[src/rtl/wb_trace_buffer.sv]
// wb_trace_buffer: captures pipeline register writes with cycle stamps, then dumps and drains them
// Ports: clk/reset (async, active-low); wb_e/wb_a/wb_d writeback capture; pc_out end-of-program watch;
//        dump one-cycle pulse into the pipeline; out_valid/out_ready/out_cycle/out_rd/out_data trace drain;
//        count FIFO occupancy; overflow/drop_cnt lost-entry status; timed_out end cause; done end state.
module wb_trace_buffer #(
  parameter int DEPTH        = 16,
  parameter int PC_LIMIT     = 150,
  parameter int TIMEOUT      = 200,
  parameter int FLUSH_CYCLES = 4
) (
  input  logic                       clk,
  input  logic                       reset,
  input  logic                       wb_e,
  input  logic [4:0]                 wb_a,
  input  logic [31:0]                wb_d,
  input  logic [31:0]                pc_out,
  output logic                       dump,
  output logic                       out_valid,
  input  logic                       out_ready,
  output logic [15:0]                out_cycle,
  output logic [4:0]                 out_rd,
  output logic [31:0]                out_data,
  output logic [$clog2(DEPTH):0]     count,
  output logic                       overflow,
  output logic [7:0]                 drop_cnt,
  output logic                       timed_out,
  output logic                       done
);
  localparam int AW = $clog2(DEPTH);
  localparam int CW = AW + 1;
  localparam int FW = $clog2(FLUSH_CYCLES + 1);
  typedef enum logic [1:0] {RUN, FLUSH, DRAIN, DONE} state_e;
  state_e state_q, state_d;
  logic [15:0] cyc_q, cyc_d;
  logic [FW-1:0] fl_q, fl_d;
  logic [AW-1:0] wr_q, wr_d, rd_q, rd_d;
  logic [CW-1:0] count_q, count_d;
  logic [7:0] drop_q, drop_d;
  logic ovf_q, ovf_d, timed_q, timed_d, dump_q, dump_d;
  logic [52:0] mem_q [DEPTH];
  logic capturing, capture, full, push, drop, pop, pc_hit, to_hit;
  assign capturing = (state_q == RUN) || (state_q == FLUSH);
  assign capture   = capturing && wb_e && (wb_a != 5'd0);
  assign full      = count_q == CW'(DEPTH);
  assign push      = capture && !full;
  assign drop      = capture && full;
  assign out_valid = (state_q == DRAIN) && (count_q != '0);
  assign pop       = out_valid && out_ready;
  assign pc_hit    = pc_out >= 32'(PC_LIMIT);
  assign to_hit    = cyc_q == 16'(TIMEOUT - 1);
  assign {out_cycle, out_rd, out_data} = (count_q != '0) ? mem_q[rd_q] : 53'd0;
  assign count     = count_q;
  assign overflow  = ovf_q;
  assign drop_cnt  = drop_q;
  assign timed_out = timed_q;
  assign dump      = dump_q;
  assign done      = state_q == DONE;
  always_comb begin
    cyc_d   = (capturing && cyc_q != 16'hFFFF) ? cyc_q + 16'd1 : cyc_q;
    wr_d    = push ? wr_q + AW'(1) : wr_q;
    rd_d    = pop ? rd_q + AW'(1) : rd_q;
    count_d = count_q + CW'(push) - CW'(pop);
    ovf_d   = ovf_q | drop;
    drop_d  = (drop && drop_q != 8'hFF) ? drop_q + 8'd1 : drop_q;
    state_d = state_q;
    fl_d    = fl_q;
    timed_d = timed_q;
    dump_d  = 1'b0;
    case (state_q)
      RUN: if (pc_hit || to_hit) begin
        state_d = FLUSH;
        fl_d    = '0;
        // a PC-limit hit in the same cycle takes precedence over the timeout
        timed_d = timed_q | !pc_hit;
      end
      FLUSH: if (fl_q == FW'(FLUSH_CYCLES - 1)) begin
        state_d = DRAIN;
        dump_d  = 1'b1;
      end else begin
        fl_d = fl_q + FW'(1);
      end
      // no pushes in DRAIN, so the next count reflects only this cycle's pop
      DRAIN: state_d = (count_d == '0) ? DONE : DRAIN;
      default: state_d = DONE;
    endcase
  end
  always_ff @(posedge clk or negedge reset) begin
    if (!reset) begin
      state_q <= RUN;
      cyc_q   <= '0;
      fl_q    <= '0;
      wr_q    <= '0;
      rd_q    <= '0;
      count_q <= '0;
      drop_q  <= '0;
      ovf_q   <= 1'b0;
      timed_q <= 1'b0;
      dump_q  <= 1'b0;
    end else begin
      state_q <= state_d;
      cyc_q   <= cyc_d;
      fl_q    <= fl_d;
      wr_q    <= wr_d;
      rd_q    <= rd_d;
      count_q <= count_d;
      drop_q  <= drop_d;
      ovf_q   <= ovf_d;
      timed_q <= timed_d;
      dump_q  <= dump_d;
    end
  end
  always_ff @(posedge clk) begin
    if (push) mem_q[wr_q] <= {cyc_q, wb_a, wb_d};
  end
endmodule

[config.mk]
export PLATFORM = sky130hd
export DESIGN_NAME = wb_trace_buffer
export DESIGN_NICKNAME = d
export VERILOG_FILES = /design/src/rtl/wb_trace_buffer.sv
export SDC_FILE = /design/constraint.sdc
export NUM_CORES = 1
export LEC_CHECK = 0
export CORE_ASPECT_RATIO = 0.5
export CORE_MARGIN = 2
export CORE_UTILIZATION = 30
export DETAILED_ROUTE_END_ITERATION = 16
export HOLD_SLACK_MARGIN = 0.05
export PLACE_DENSITY = 0.46
export SLEW_MARGIN = 20
export SYNTH_ARGS = -nofsm -noshare
export SYNTH_HDL_FRONTEND = slang
export SYNTH_SLANG_ARGS = --single-unit
[constraint.sdc]
create_clock -name clk -period 17.6 [get_ports clk]
set_clock_uncertainty 0.1 [all_clocks]
set_input_delay 3.52 -clock clk [delete_from_list [all_inputs] [get_ports clk]]
set_output_delay 3.52 -clock clk [all_outputs]
set_load 0.01 [all_outputs]
==> results of run 1 <==
[logic make-up after synthesis]
group / share of synthesized area (%)
flops: 76.9
mux: 17.0
compound gates: 1.51
simple gates: 1.79
fa+ha+maj: 0.601
xor+xnor: 0.684
buf+inv: 1.46
[final cells by class]
| class | count | area (µm²) |
|---|---|---|
| multi-input combinational | 555 | 7580 |
| sequential | 893 | 26600 |
| clock inverter | 53 | 687 |
| inverter | 15 | 61.3 |
| timing repair buffer | 178 | 1710 |
| tap | 1513 | 1890 |
| clock buffer | 104 | 2240 |
| fill | 10422 | 72700 |
[layer usage]
metal,vias to the layer above,wire [µm]
met5,-,11
li1,6879,-
met3,96,2950
met1,8648,39200
met4,2,1420
met2,276,39800
[power groups by stage]
stage / Clock (µW) / Sequential (µW) / Combinational [µW]
2_1_floorplan: 0 / 2390 / 1040
3_3_place_gp: 0 / 2470 / 1540
3_5_place_dp: 0 / 2470 / 1540
4_1_cts: 1990 / 2420 / 1540
5_1_grt: 2070 / 2430 / 1610
6_report: 1930 / 2420 / 1490
[worst max-delay path: stages, from the launching register on]
cell	delay, ns
dfrtp_4	0.99
buf_6	0.66
buf_4	0.54
buf_4	0.84
mux4_2	0.61
mux2i_1	0.18
o22ai_1	0.18
clkdlybuf4s50_1	0.56
[cells in the mapped netlist (3+ instances only)]
cell type  count  share of area (%)
mux4_2       211                 14
nand2_1       15               0.16
nor4_1         8               0.14
nor2_1        25               0.27
edfxtp_1     848                 74
nor2b_1        4              0.072
nand2b_1       6               0.11
inv_1         13               0.14
buf_6         17               0.55
clkbuf_1      30               0.33
o22ai_1       52               0.94
xnor2_1       16               0.41
dfrtp_1       45                3.3
a21oi_1        3              0.043
a211oi_1       3              0.065
nand3_1       13               0.19
ha_1          15               0.54
and2_1         3              0.054
nand4_1        8               0.14
mux2i_1      108                3.1
o21ai_1        4              0.058
nor3_1        10               0.14
xor2_1        11               0.28
buf_1          5              0.054
a31oi_1        3              0.054
buf_2         20               0.29
mux2_1         3              0.098
[state kept, by name, indices dropped and copies added (netlist names), 2 cells and up]
register	flops
cyc_q	16
rd_q	4
count	5
wr_q	4
state_q	2
fl_q	3
drop_cnt	8
mem_q	848
[metrics by stage]
step | util, % | instances | power, µW | hold WS, ns | cell area, µm²
global placement | 33.3 | 3153 | 4010 | 0.346 | 37800
global route | 35.9 | 3311 | 6110 | 0.400 | 40800
finish | 35.9 | 3311 | 5850 | 0.372 | 40800
floorplan | - | 1539 | 3430 | 0.390 | 34600
detailed placement | 33.3 | 3153 | 4010 | 0.355 | 37800
CTS | 35.9 | 3310 | 5950 | 0.382 | 40700
[path summary, 6_finish.rpt]
check                                       startpoint                      end  slack, ns  cells after the start
max in group asynchronous                        reset      rd_q[2]$_DFFE_PN0P_      14.03                      2
worst max register to register  state_q[1]$_DFFE_PN0P_   mem_q[7][11]$_DFFE_PP_      13.67                      6
min in group asynchronous                        reset  drop_cnt[6]$_DFFE_PN0P_       2.86                      2
worst min-delay path                overflow$_DFF_PN0_       overflow$_DFF_PN0_       0.37                      1
worst min register to register      overflow$_DFF_PN0_       overflow$_DFF_PN0_       0.37                      1
worst max-delay path               rd_q[0]$_DFFE_PN0P_             out_data[15]       8.67                      7
==> flow_metrics.py, run 1 <==
metrics = {
    "outcome": {
        "outcome": "complete, no violations",
    },
    "logic_synthesis": {
        "seq_area_frac_synth_pct": 76.9,
        "synth_edf_count": 848,
        "ys_seq_elements": 893,
        "yosysWarningCount": 0,
        "syn_inst": 1539,
        "syn-cell-area_um2": 34600,
        "async_flop_share_pct": 5.04,
        "synth.distinct_cells": 58,
        "syn_nets": 1628,
        "synth-main-ff-cell": "edfxtp_1",
        "syn_avg_cell_area_um2": 22.5,
    },
    "power_and_ir_drop": {
        "power_frac_comb_pct": 25.6,
        "internal_power_uw": 4200,
        "power_density_nw_per_um2": 143,
        "vdd_drop_max_v": 0.0000646,
        "clockPowerShare_pct": 33.1,
        "netSwitchingFraction_pct": 28.2,
        "p_switching_uw": 1650,
        "p_leak_uw": 0.0130,
        "power_frac_seq_pct": 41.4,
    },
    "place": {
        "numPortBuffers": 142,
        "pre_cts_ws_ns": 8.81,
        "dpl.hpwl_mm": 41.4,
        "place_congestion": 0.676,
    },
    "cts": {
        "cts_buffer_depth": 3,
        "cts_root_buf": "clkbuf_16",
        "clock_latency_ns": 0.66,
        "cts_tree": "built",
        "cts_hold_buf": 0,
        "cts_resized": 0,
        "ctsHtreeMaxLevel": 3,
        "clkSinkCount": 893,
        "cts_buffers": 86,
        "clk_pin_slew_ns": 0.06,
        "post_cts_buffers": 0,
    },
    "cells_and_area": {
        "n_antenna_cell": 0,
        "drive_gt1_share_pct": 22.3,
        "final_net_count": 1818,
        "final_cell_mix": "edfxtp_1, mux4_2, clkdlybuf4s50_1, mux2i_1, clkbuf_16",
        "final_common_cell": "edfxtp_1",
        "area_growth_pct": 18.0,
    },
    "critical_path": {
        "cp.arrival_ns": 5.31,
        "worst_ep_required_time_ns": 13.98,
        "critPathCaptureType": "primary output",
        "path_class": "reg2out",
        "crit_path_max_fanout": 48,
        "startpoint_type": "register",
    },
    "sta": {
        "rsz0062_at_grt": "false",
        "fin_ws_ns": 8.67,
        "period_needed_ns": 8.93,
        "final_max_slew_viol_count": 0,
        "max_freq_mhz": 112,
        "setup_viol": 0,
        "hold_viol_final": 0,
        "fin_tns_setup_ns": 0,
        "relSlewSlack_pct": 26.2,
        "worst-slew-pin-transition_ns": 1.10,
        "finalCritPeriodShare_pct": 50.7,
    },
    "detailed_routing": {
        "vias": 15901,
        "viasPerCell": 4.80,
        "drt_first_pass_iters": 4,
        "wl_mm": 83.4,
        "wl_per_cell_um": 25.2,
        "drtIter0Drc": 1375,
        "ant_nets": 0,
        "drc": 0,
    },
    "global_route": {
        "grt-ovfl-total": 0,
        "antenna_found_initial": 1,
        "grt_util_met1_pct": 20.0,
        "grt_max_degree": 61,
        "grt_use_met2_pct": 22.9,
        "first_global_vias": 17247,
        "grt_first_pass_wirelength_mm": 122,
        "grt_use_met3_pct": 2.42,
        "grt_usage_pct": 14.2,
        "grt.busiest_layer": "met2",
    },
    "min_path": {
        "min_path_type": "reg2reg",
    },
    "die": {
        "dieArea_um2": 118000,
        "die-height_um": 244,
        "initial_core_util_pct": 30.5,
        "coreArea_um2": 113000,
        "placementRows": 87,
        "ioPinCount": 144,
        "die_w_um": 484,
    },
    "flow_run": {
        "maxCapViolCount": 0,
    },
}
Power figures use the tool's default switching activity.
==> run 2: changes to the inputs <==
Settings changed: PLACE_DENSITY 0.46 to 0.48.
Clock period 17.6 ns to 7.4 ns, I/O delays scaled along.
==> flow_metrics.py, run 2 (synthesis results as in run 1) <==
metrics = {
    "global_route": {
        "grt-ovfl-total": 0,
        "grt_usage_pct": 13.7,
        "grt_max_degree": 95,
        "antenna_found_initial": 0,
        "grt_first_pass_wirelength_mm": 118,
        "first_global_vias": 17014,
    },
    "die": {
        "ioPinCount": 144,
        "coreArea_um2": 113000,
        "die-height_um": 244,
        "dieArea_um2": 118000,
        "placementRows": 87,
        "die_w_um": 484,
        "initial_core_util_pct": 30.5,
    },
    "sta": {
        "period_needed_ns": 5.60,
        "max_freq_mhz": 179,
        "relSlewSlack_pct": 34.2,
        "final_max_slew_viol_count": 0,
        "finalCritPeriodShare_pct": 75.7,
        "whs_ns": 0.353,
        "fin_tns_setup_ns": 0,
        "setup_viol": 0,
        "hold_viol_final": 0,
        "worst-slew-pin-transition_ns": 0.985,
        "rsz0062_at_grt": "false",
    },
    "power_and_ir_drop": {
        "p_leak_uw": 0.0130,
        "power_frac_comb_pct": 25.9,
        "vdd_drop_max_v": 0.000217,
        "internal_power_uw": 9810,
        "netSwitchingFraction_pct": 28.5,
        "power_density_nw_per_um2": 336,
        "total_power_uw": 13700,
        "clockPowerShare_pct": 32.0,
        "power_frac_seq_pct": 42.1,
        "p_switching_uw": 3910,
    },
    "cts": {
        "clock_latency_ns": 0.66,
        "cts_tree": "built",
        "post_cts_buffers": 0,
        "clk_pin_slew_ns": 0.06,
        "cts_hold_buf": 0,
        "clkSinkCount": 893,
        "cts_buffer_depth": 3,
        "ctsHtreeMaxLevel": 3,
        "cts_resized": 0,
        "cts_buffers": 86,
        "cts_root_buf": "clkbuf_16",
    },
    "cells_and_area": {
        "drive_gt1_share_pct": 22.3,
        "seqCellArea_um2": 26600,
        "final_net_count": 1824,
        "n_antenna_cell": 0,
        "area_growth_pct": 18.1,
        "largest-register": "mem_q",
        "final_common_cell": "edfxtp_1",
        "multiInputGateArea_um2": 7580,
        "n_fill_cell": 10433,
        "largest_reg_flops": 848,
        "final_cell_mix": "edfxtp_1, mux4_2, clkdlybuf4s50_1, mux2i_1, clkbuf_16",
    },
    "detailed_routing": {
        "drt_first_pass_iters": 5,
        "ant_nets": 0,
        "vias": 16029,
        "wl_per_cell_um": 24.4,
        "viasPerCell": 4.83,
        "drc": 0,
        "drtIter0Drc": 1361,
        "wl_mm": 81.0,
    },
    "critical_path": {
        "worst_ep_required_time_ns": 5.82,
        "startpoint_type": "register",
        "crit_path_max_fanout": 40,
        "critPathCaptureType": "primary output",
        "cp.arrival_ns": 4.02,
        "path_class": "reg2out",
    },
    "min_path": {
        "min_path_type": "reg2reg",
    },
    "place": {
        "place_congestion": 0.694,
        "dpl.hpwl_mm": 40.9,
        "numPortBuffers": 142,
    },
    "flow_run": {
        "maxCapViolCount": 0,
    },
    "outcome": {
        "outcome": "complete, no violations",
    },
}
-- run 2: cell types whose count changed in the layout (fill, tap and decap cells not counted), moves of 2 or more --
cell,before,now
buf_12,0,11
clkinv_4,3,0
buf_4,34,31
inv_16,0,3
bufinv_16,14,7
inv_6,3,1
clkinv_1,20,15
clkbuf_1,17,26
clkinv_2,8,13
-- run 2: routing by layer --
layer  up-vias  GRT usage (%)  share of wire (%)
li1       6886              -                  -
met1      8715           19.6                 47
met2       333           21.8                 47
met3        95           2.52                4.1
met4         0           3.44                1.8
met5         -              0                  0
-- run 2: power groups by stage --
stage | sequential, µW | combinational [µW] | clock, µW
after floorplan | 5690 | 2460 | 0
after global placement | 5900 | 3670 | 0
after detailed placement | 5900 | 3650 | 0
after CTS | 5790 | 3660 | 4520
after global routing | 5800 | 3810 | 4730
final | 5770 | 3550 | 4400
-- run 2: metrics by stage --
| stage | util (%) | setup slack, ns | std cells | cell area [µm²] |
|---|---|---|---|---|
| global placement | 33.5 | 2.08 | 3160 | 38000 |
| finish | 36.0 | 1.80 | 3317 | 40800 |
| detailed placement | 33.5 | 2.01 | 3160 | 38000 |
| CTS | 36.0 | 1.63 | 3317 | 40800 |
| floorplan | - | 0.961 | 1539 | 34600 |
| global route | 36.0 | 1.46 | 3317 | 40800 |
-- run 2: final timing paths --
check | start | to | slack (ns) | cells after the start
min in group asynchronous | reset | drop_cnt[2]$_DFFE_PN0P_ | 0.81 | 2
max in group asynchronous | reset | rd_q[1]$_DFFE_PN0P_ | 5.89 | 2
max reg2reg | count[3]$_DFF_PN0_ | state_q[0]$_DFFE_PN0P_ | 3.57 | 13
max | count[3]$_DFF_PN0_ | out_cycle[5] | 1.80 | 7
min | timed_out$_DFFE_PN0P_ | timed_out$_DFFE_PN0P_ | 0.35 | 1
min reg2reg | timed_out$_DFFE_PN0P_ | timed_out$_DFFE_PN0P_ | 0.35 | 1
-- run 2: critical path: stages, from the launching register on --
cell             delay, ns
dfrtp_1               0.41
inv_1                 0.09
ha_1                  0.15
nor4b_2               0.63
nand2b_4              0.85
buf_4                 0.41
o22ai_1               0.19
clkdlybuf4s50_1       0.62
-- run 2: area by class of cell --
type	count	area share (%)
repair buffers	184	4.58
multi-input cells	555	18.6
clock inverters	42	1.17
well taps	1513	4.64
flip-flops and latches	893	65.2
clock buffers	115	5.67
inverters	15	0.150
